`src/rtl/mem_bus_arbiter.sv`:
```
// Two-master / one-slave memory bus arbiter (I-fetch port vs. data port).
// Round-robin on contention, grant held to slave completion, bus-error timeout.
module mem_bus_arbiter #(
    parameter int ADDR_WIDTH     = 32,
    parameter int DATA_WIDTH     = 32,
    parameter int TIMEOUT_CYCLES = 255
) (
    input  logic                    clk,
    input  logic                    rst,

    input  logic                    i_rd,
    input  logic [ADDR_WIDTH-1:0]   i_addr,
    output logic [DATA_WIDTH-1:0]   i_rdata,
    output logic                    i_ack,
    output logic                    i_err,

    input  logic                    d_rd,
    input  logic                    d_wr,
    input  logic [ADDR_WIDTH-1:0]   d_addr,
    input  logic [DATA_WIDTH-1:0]   d_wdata,
    input  logic [DATA_WIDTH/8-1:0] d_wstrb,
    output logic [DATA_WIDTH-1:0]   d_rdata,
    output logic                    d_ack,
    output logic                    d_err,

    output logic                    m_rd,
    output logic                    m_wr,
    output logic [ADDR_WIDTH-1:0]   m_addr,
    output logic [DATA_WIDTH-1:0]   m_wdata,
    output logic [DATA_WIDTH/8-1:0] m_wstrb,
    input  logic [DATA_WIDTH-1:0]   m_rdata,
    input  logic                    m_ack
);

    localparam int CW = (TIMEOUT_CYCLES > 0) ? $clog2(TIMEOUT_CYCLES + 1) : 1;
    localparam logic [CW-1:0] TMO = CW'(TIMEOUT_CYCLES);
    localparam bit TMO_EN = (TIMEOUT_CYCLES != 0);

    localparam logic [1:0] S_IDLE    = 2'd0;
    localparam logic [1:0] S_GRANT_I = 2'd1;
    localparam logic [1:0] S_GRANT_D = 2'd2;
    localparam logic [1:0] S_RESP    = 2'd3;

    logic [1:0]    state;
    logic          last_d;
    logic [CW-1:0] cnt;
    logic [CW-1:0] cnt_inc;

    logic d_req;
    logic pick_i;
    logic pick_d;
    logic start_i;
    logic start_d;
    logic in_grant;
    logic tmo_hit;
    logic done_ok;
    logic done_tmo;

    // Arbitration and completion conditions; D wins a tie only if I owned the bus last
    always_comb begin
        d_req    = d_rd | d_wr;
        pick_d   = d_req & (~i_rd | ~last_d);
        pick_i   = i_rd & ~pick_d;
        start_i  = (state == S_IDLE) & pick_i;
        start_d  = (state == S_IDLE) & pick_d;
        in_grant = (state == S_GRANT_I) | (state == S_GRANT_D);
        cnt_inc  = cnt + CW'(1);
        tmo_hit  = TMO_EN && !m_ack && (cnt_inc == TMO);
        done_ok  = in_grant & m_ack;
        done_tmo = in_grant & tmo_hit;
    end

    // Main FSM: IDLE -> GRANT_x -> RESP -> IDLE
    always_ff @(posedge clk or posedge rst) begin
        if (rst) begin
            state <= S_IDLE;
        end else begin
            unique case (state)
                S_IDLE: begin
                    if (start_i) begin
                        state <= S_GRANT_I;
                    end else if (start_d) begin
                        state <= S_GRANT_D;
                    end
                end
                S_GRANT_I, S_GRANT_D: begin
                    if (done_ok || done_tmo) begin
                        state <= S_RESP;
                    end
                end
                S_RESP: begin
                    state <= S_IDLE;
                end
                default: begin
                    state <= S_IDLE;
                end
            endcase
        end
    end

    // Remember who owned the bus last so contention alternates
    always_ff @(posedge clk or posedge rst) begin
        if (rst) begin
            last_d <= 1'b1;
        end else if (start_i) begin
            last_d <= 1'b0;
        end else if (start_d) begin
            last_d <= 1'b1;
        end
    end

    // Wait counter: runs only while a granted access is unanswered
    always_ff @(posedge clk or posedge rst) begin
        if (rst) begin
            cnt <= '0;
        end else if (!in_grant) begin
            cnt <= '0;
        end else if (!m_ack) begin
            cnt <= cnt_inc;
        end
    end

    // Slave-side request: captured on grant, held until ack or timeout
    always_ff @(posedge clk or posedge rst) begin
        if (rst) begin
            m_rd    <= 1'b0;
            m_wr    <= 1'b0;
            m_addr  <= '0;
            m_wdata <= '0;
            m_wstrb <= '0;
        end else if (start_i) begin
            m_rd    <= 1'b1;
            m_wr    <= 1'b0;
            m_addr  <= i_addr;
            m_wdata <= '0;
            m_wstrb <= '0;
        end else if (start_d) begin
            m_rd    <= ~d_wr;
            m_wr    <= d_wr;
            m_addr  <= d_addr;
            m_wdata <= d_wdata;
            m_wstrb <= d_wstrb;
        end else if (done_ok) begin
            m_rd    <= 1'b0;
            m_wr    <= 1'b0;
        end else if (done_tmo) begin
            m_rd    <= 1'b0;
            m_wr    <= 1'b0;
            m_addr  <= '0;
            m_wdata <= '0;
            m_wstrb <= '0;
        end
    end

    // Instruction-port response: one-cycle ack, data only on a good read
    always_ff @(posedge clk or posedge rst) begin
        if (rst) begin
            i_ack   <= 1'b0;
            i_err   <= 1'b0;
            i_rdata <= '0;
        end else if ((state == S_GRANT_I) && m_ack) begin
            i_ack   <= 1'b1;
            i_err   <= 1'b0;
            i_rdata <= m_rdata;
        end else if ((state == S_GRANT_I) && tmo_hit) begin
            i_ack   <= 1'b1;
            i_err   <= 1'b1;
            i_rdata <= '0;
        end else begin
            i_ack   <= 1'b0;
            i_err   <= 1'b0;
            i_rdata <= '0;
        end
    end

    // Data-port response: writes return zero data
    always_ff @(posedge clk or posedge rst) begin
        if (rst) begin
            d_ack   <= 1'b0;
            d_err   <= 1'b0;
            d_rdata <= '0;
        end else if ((state == S_GRANT_D) && m_ack) begin
            d_ack   <= 1'b1;
            d_err   <= 1'b0;
            d_rdata <= m_wr ? '0 : m_rdata;
        end else if ((state == S_GRANT_D) && tmo_hit) begin
            d_ack   <= 1'b1;
            d_err   <= 1'b1;
            d_rdata <= '0;
        end else begin
            d_ack   <= 1'b0;
            d_err   <= 1'b0;
            d_rdata <= '0;
        end
    end

endmodule
```
`config.mk`:
```
export PLATFORM = sky130hd
export DESIGN_NAME = mem_bus_arbiter
export DESIGN_NICKNAME = d
export VERILOG_FILES = /design/src/rtl/mem_bus_arbiter.sv
export SDC_FILE = /design/constraint.sdc
export NUM_CORES = 1
export LEC_CHECK = 0
export BUFFER_PORTS_ARGS = -buffer_cell sky130_fd_sc_hd__buf_2
export CAP_MARGIN = 20
export CORE_MARGIN = 5
export CORE_UTILIZATION = 41
export CTS_CLUSTER_SIZE = 20
export DETAILED_ROUTE_END_ITERATION = 16
export GPL_ROUTABILITY_DRIVEN = 0
export PLACE_DENSITY = 0.87
export SYNTH_ARGS = -nofsm -noshare
export SYNTH_HDL_FRONTEND = slang
export SYNTH_SLANG_ARGS = --single-unit
```
`constraint.sdc`:
```
create_clock -name clk -period 4.8 [get_ports clk]
set_clock_uncertainty 0.2 [all_clocks]
set_input_delay 0.48 -clock clk [delete_from_list [all_inputs] [get_ports clk]]
set_output_delay 0.48 -clock clk [all_outputs]
set_load 0.02 [all_outputs]
```
Yosys cells after proc, flatten, opt, wreduce, memory -nomap -nowiden
Cells that the tools add are included.
Word-level totals
  register bits: 149
  latch bits: 0
  RAM bits: 0
  ROM bits: 0
  bits of input ports: 138
  output and inout port bits: 138
  logic and storage cells: 83
  memories: 0
Cells by class
  add/subtract/negate cells: 1
  $mul: 0
  divide/modulo/power cells: 0
  order comparisons: 0
  equality and inequality tests: 8
  shifts and indexed selects: 0
  muxes and demuxes: 33
  bitwise operators: 13
  reductions and logical operators: 14
Operator list (number)
  $mux 32: 9
  $mux 4: 4
  $mux 8: 2
  $mux 1: 14
  $add 8x1->8 const B: 1
  $eq 8x8->1 const B: 1
  $and 1x1->1: 6
  $mux 2: 3
  $ne 3x3->1 const B: 2
  $pmux 2 s3: 1
  $logic_and 1x1->1: 5
  $eq 2x2->1 const B: 2
  $ne 2x2->1 const B: 2
  $not 1->1: 4
  $reduce_and 2->1: 2
  $reduce_bool 4->1: 1
  $or 1x1->1: 3
  $reduce_bool 3->1: 1
  $eq 2x1->1 const B: 1
  $logic_not 2->1: 1
  $reduce_bool 2->1: 1
  $reduce_or 2->1: 1
  $logic_not 1->1: 1
  $logic_or 1x1->1: 1

Depth between registers and ports, before layout
  word-level depth: 8
  depth in mapped cells: 8
  gate-level depth less buffers: 7

Least setup slack after synthesis
OpenSTA, ideal clock, no wires.
  path type: reg2reg
  start point: register cnt[0]
  end point: register m_wdata[0]
  setup time: 0.121 ns
  arrival: 1.767 ns
  data required time: 4.479 ns
  slack: 2.712 ns
  stages on the path, launching flop included: 8
  path buffers: 2
  period minus slack after synthesis: 2.088 ns
  path through: dfrtp_1 > ha_1 > xnor2_1 > nor4_4 > a31oi_1 > buf_2 > buf_2 > a22o_1
Between the ends
  word-level cells in the longest chain between the ends: 6
Ends and longest elaborated chain
  start, declared: RTL line 46  | logic [CW-1:0] cnt;
  start signal, assigned: RTL line 119  | cnt <= cnt_inc;
  $add 8x1->8: RTL line 67  | cnt_inc = cnt + CW'(1);
  $eq 8x8->1: RTL line 68  | tmo_hit = TMO_EN && !m_ack && (cnt_inc == TMO);
  $logic_and 1x1->1: RTL line 68
  $and 1x1->1: RTL line 70  | done_tmo = in_grant & tmo_hit;
  $reduce_bool 3->1 (no source line)
  $reduce_and 2->1 (no source line)
  end signal, assigned: RTL line 141  | m_wdata <= d_wdata;
  end, declared: RTL line 29  | output logic [DATA_WIDTH-1:0] m_wdata,
No other way between the ends.
A chain may end at the register's enable or synchronous reset.

Final worst setup path
  start point: register state[0]
  end point: register m_addr[22]
Between the ends
  word-level cells in the longest chain between the ends: 5
  elaborated cells between the ends (all ways): 13
  classes of those cells: eq/ne: 3; mux: 2; bitwise: 5; reduce/logical: 3
Ends and longest elaborated chain
  start, declared: RTL line 44  | logic [1:0] state;
  start signal, assigned: RTL line 76  | state <= S_IDLE;
  start signal, assigned: RTL line 81  | state <= S_GRANT_I;
  start signal, assigned: RTL line 83  | state <= S_GRANT_D;
  $eq 2x1->1 or $eq 2x2->1 (tied branches): RTL line 66  | in_grant = (state == S_GRANT_I) | (state == S_GRANT_D);
  $or 1x1->1: RTL line 66
  $and 1x1->1, on equally long branches: RTL line 69, 70
  $ne 3x3->1 (no source line) or $reduce_bool 3->1 (tied branches)
  $reduce_and 2->1 (no source line)
  end signal, assigned: RTL line 134  | m_addr <= i_addr;
  end signal, assigned: RTL line 140  | m_addr <= d_addr;
  end, declared: RTL line 28  | output logic [ADDR_WIDTH-1:0] m_addr,
Several ways; a longest one is shown, not always the timed one.

==> PnR_summary.wiki <==
{| class="wikitable"
! Metric !! Value
|-
| Worst reg-to-reg path cell count || 7
|-
| Critical path launch point type || register
|-
| Syn Inst Count || 413
|-
| Maximum fanout along the worst path || 48
|-
| Final #Nets || 829
|-
| Leading cell types in the layout, fill and taps excluded || buf_2, dfrtp_1, and2_1
|-
| Estimated wirelength of the detail-placed design || ~11 mm
|-
| Wire length after detailed routing || 15.2 mm
|-
| H-tree depth || 4
|-
| Average wire length per cell after detail routing || 17.4 µm
|-
| Clock tree from TritonCTS || done
|-
| Part of the total power dissipated in combinational logic || 0.366
|-
| Sum of negative setup slack || 0 ns
|-
| Power density of the placed cells || 645 nW/µm²
|-
| Quantity of I/O buffers inserted on ports || 275
|-
| Total track usage || 0.186
|-
| Count of different cell masters after synthesis || 32
|-
| Worst slack after detailed placement || 2.18 ns
|-
| Number of failing hold endpoints at the final stage || 0
|-
| Met3 routing resource usage after global routing || 0.0453
|-
| Initial drt markers || 428
|-
| DR vias || roughly 4.4k
|-
| Relative contribution of sequential cells to total power || 0.374
|-
| Wire length of the first global-routing pass || approximately 23 mm
|-
| Number of gates resized after cts || 0
|-
| Final setup violation count || 0
|-
| Most used flip-flop cell after synthesis || dfrtp_1
|-
| Worst flop-to-flop path endpoint || m_addr[22]
|-
| Clk sinks || 149
|-
| Final Cycle Share || 0.548
|-
| Source of the worst register-to-register timing path || state[0]
|-
| CP Capture Type || register
|-
| Cell-internal power || 3.13 mW
|-
| Number of placement rows || 42
|-
| Post-Syn Area per Cell || 13.3 µm²
|-
| Switching part of the total || 0.369
|-
| Critical path class || reg2reg
|-
| Floorplan die height || 126 µm
|-
| End point of the critical path || m_addr[22]
|-
| Post-CTS Setup Bufs || 0
|-
| Number of antenna violations at the first check in global routing || 0
|-
| Type of the most critical hold path || in2reg
|-
| Die width || 126 µm
|-
| Reg-to-reg setup timing slack || roughly 2.2 ns
|-
| Remaining DRCs || 0
|-
| Register bit total from synthesis || 149
|-
| Req. time, crit path || 4.94 ns
|-
| Setup repair after global routing missed its margin || false
|-
| Part of the power in the clock network || 0.260
|-
| Worst slew margin relative to its limit || 0.385
|-
| Met2 usage || 0.326
|-
| Net Switching || about 1.8 mW
|-
| Net count after synthesis || roughly 560
|-
| Outcome || completed
|-
| # Max-Cap Violations || 0
|-
| Slew Limit Fails || 0
|-
| Final min period || 2.63 ns
|-
| Initial core utilization || 0.417
|-
| Maximum resistive drop on vdd || 0.322 mV
|-
| Number of iterations in the first detailed-routing pass || 8
|-
| Sequential area share after synthesis || 0.678
|-
| Hold buffer count at CTS || 0
|-
| Leakage power figure || around 4.5 nW
|-
| Synthesized area || approximately 5500 µm²
|-
| Fraction of met1 tracks used by global routing || 0.221
|-
| Total die area || 15800 µm²
|-
| Vias in the first global route || 4370
|-
| Detail Route Antenna Nets || 0
|-
| Maximum clock rate || 380 MHz
|-
| YS warnings || 0
|-
| N_diodes || 0
|-
| Tightest Pin Transition || slightly above 0.9 ns
|-
| Total grt overflow || 0
|-
| Clock-pin transition on the worst setup and hold timing paths || roughly 0.060 ns
|-
| Clock latency of the later-clocked register in the worst-skew pair || 0.41 ns
|-
| Final Worst Setup Slack || 2.17 ns
|-
| Maximum number of pins on one net before global-route repair || 114
|-
| Fraction of final layout cells with drive strength greater than 1 || 0.453
|-
| # IOs || 276
|-
| Share of async-settable or async-resettable flops after synthesis || 1.00
|-
| Bufs on Longest Clock Path || 2
|-
| Most common cell after layout, fill and taps aside || buf_2
|-
| Crit. Startpoint || state[0]
|-
| Core Region || ~13000 µm²
|-
| Gr busiest metal || met2
|-
| Number of buffers inserted during clock tree synthesis || 17
|-
| Via-to-Cell Ratio || 5.00
|-
| Clock root buffer master || clkbuf_16
|-
| Area growth syn-to-layout || 39.8%
|-
| Arrival time reported for the critical path endpoint || 2.77 ns
|-
| EDFF count, synth || 0
|}
==> power groups by stage <==
stage | clock [mW] | combinational (mW) | sequential, mW
after detailed placement | 0 | 1.82 | 1.86
after CTS | 1.32 | 1.83 | 1.85
after global placement | 0 | 1.78 | 1.85
final | 1.29 | 1.82 | 1.86
after floorplan | 0 | 0.693 | 2.32
after global routing | 1.37 | 1.97 | 1.90
==> worst max-delay path, stage by stage, from the launching register on <==
cell and delay (ns):
dfrtp_1 0.40, inv_1 0.13, ha_1 0.26, o21ai_0 0.17, a21oi_4 0.53, buf_4 0.55, a222oi_1 0.21, inv_1 0.10
==> cell families after synthesis <==
| logic type | synth area share |
|---|---|
| mux | 0.00546 |
| xor+xnor | 0.0127 |
| compound gates | 0.132 |
| buf+inv | 0.0462 |
| fa+ha+maj | 0.0136 |
| flops | 0.678 |
| simple gates | 0.113 |
==> sequential cells by signal, indices dropped and copies added (netlist names), 2 cells and up <==
signal and count:
m_wstrb 4, m_wdata 32, i_rdata 32, cnt 8, d_rdata 32, state 2
m_addr 32
==> worst min path at each step <==
stage | from | endpoint | slack [ns] | cells past startpoint
floorplan | last_d | last_d | 0.26 | 2
global placement | m_addr[22] | m_addr[22] | 0.27 | 2
detailed placement | m_addr[27] | m_addr[27] | 0.27 | 2
CTS | m_rdata[24] | d_rdata[24] | 0.07 | 2
global route | m_rdata[24] | d_rdata[24] | 0.07 | 2
finish | m_rdata[24] | d_rdata[24] | 0.08 | 2
==> area by class of cell <==
cell class	instances	area, µm²
clock buffers	20	457
clock inverters	10	124
fillers	1106	5500
inverters	37	144
multi-input cells	198	1550
flip-flops and latches	149	3730
well taps	176	220
repair buffers	282	1470
==> synth_stat cells, types with 2 or more instances <==
cell | number | area, µm²
nor2b_1 | 6 | 37.5
dfrtp_1 | 148 | 3700
nand2b_1 | 3 | 18.8
ha_1 | 6 | 75.1
and2_1 | 40 | 250
and3_1 | 34 | 213
clkbuf_1 | 24 | 90.1
mux2i_1 | 3 | 30.0
a222oi_1 | 32 | 320
nand3_1 | 4 | 20.0
nor2_1 | 2 | 7.51
buf_2 | 5 | 25.0
xnor2_1 | 8 | 70.1
inv_1 | 37 | 139
o21ai_0 | 4 | 20.0
nand2_1 | 6 | 22.5
a22o_1 | 36 | 315
==> stage by stage <==
step | instance area [µm²] | cells | util | hold WS, ns | power, mW
after floorplan | 5500 | 413 | - | 0.263 | 3.02
after global placement | 7050 | 839 | 0.534 | 0.269 | 3.63
after detailed placement | 7050 | 839 | 0.534 | 0.271 | 3.69
after CTS | 7630 | 869 | 0.578 | 0.0681 | 5.00
after global routing | 7690 | 872 | 0.583 | 0.0725 | 5.24
final | 7690 | 872 | 0.583 | 0.0823 | 4.96
==> layer usage <==
layer  vias up  wire length [µm]
li1       2009                 -
met4         0               368
met1      2150              5740
met2       179              8160
met3        25               913
met5         -                 0
No activity file was read; power rests on OpenSTA's default activity.
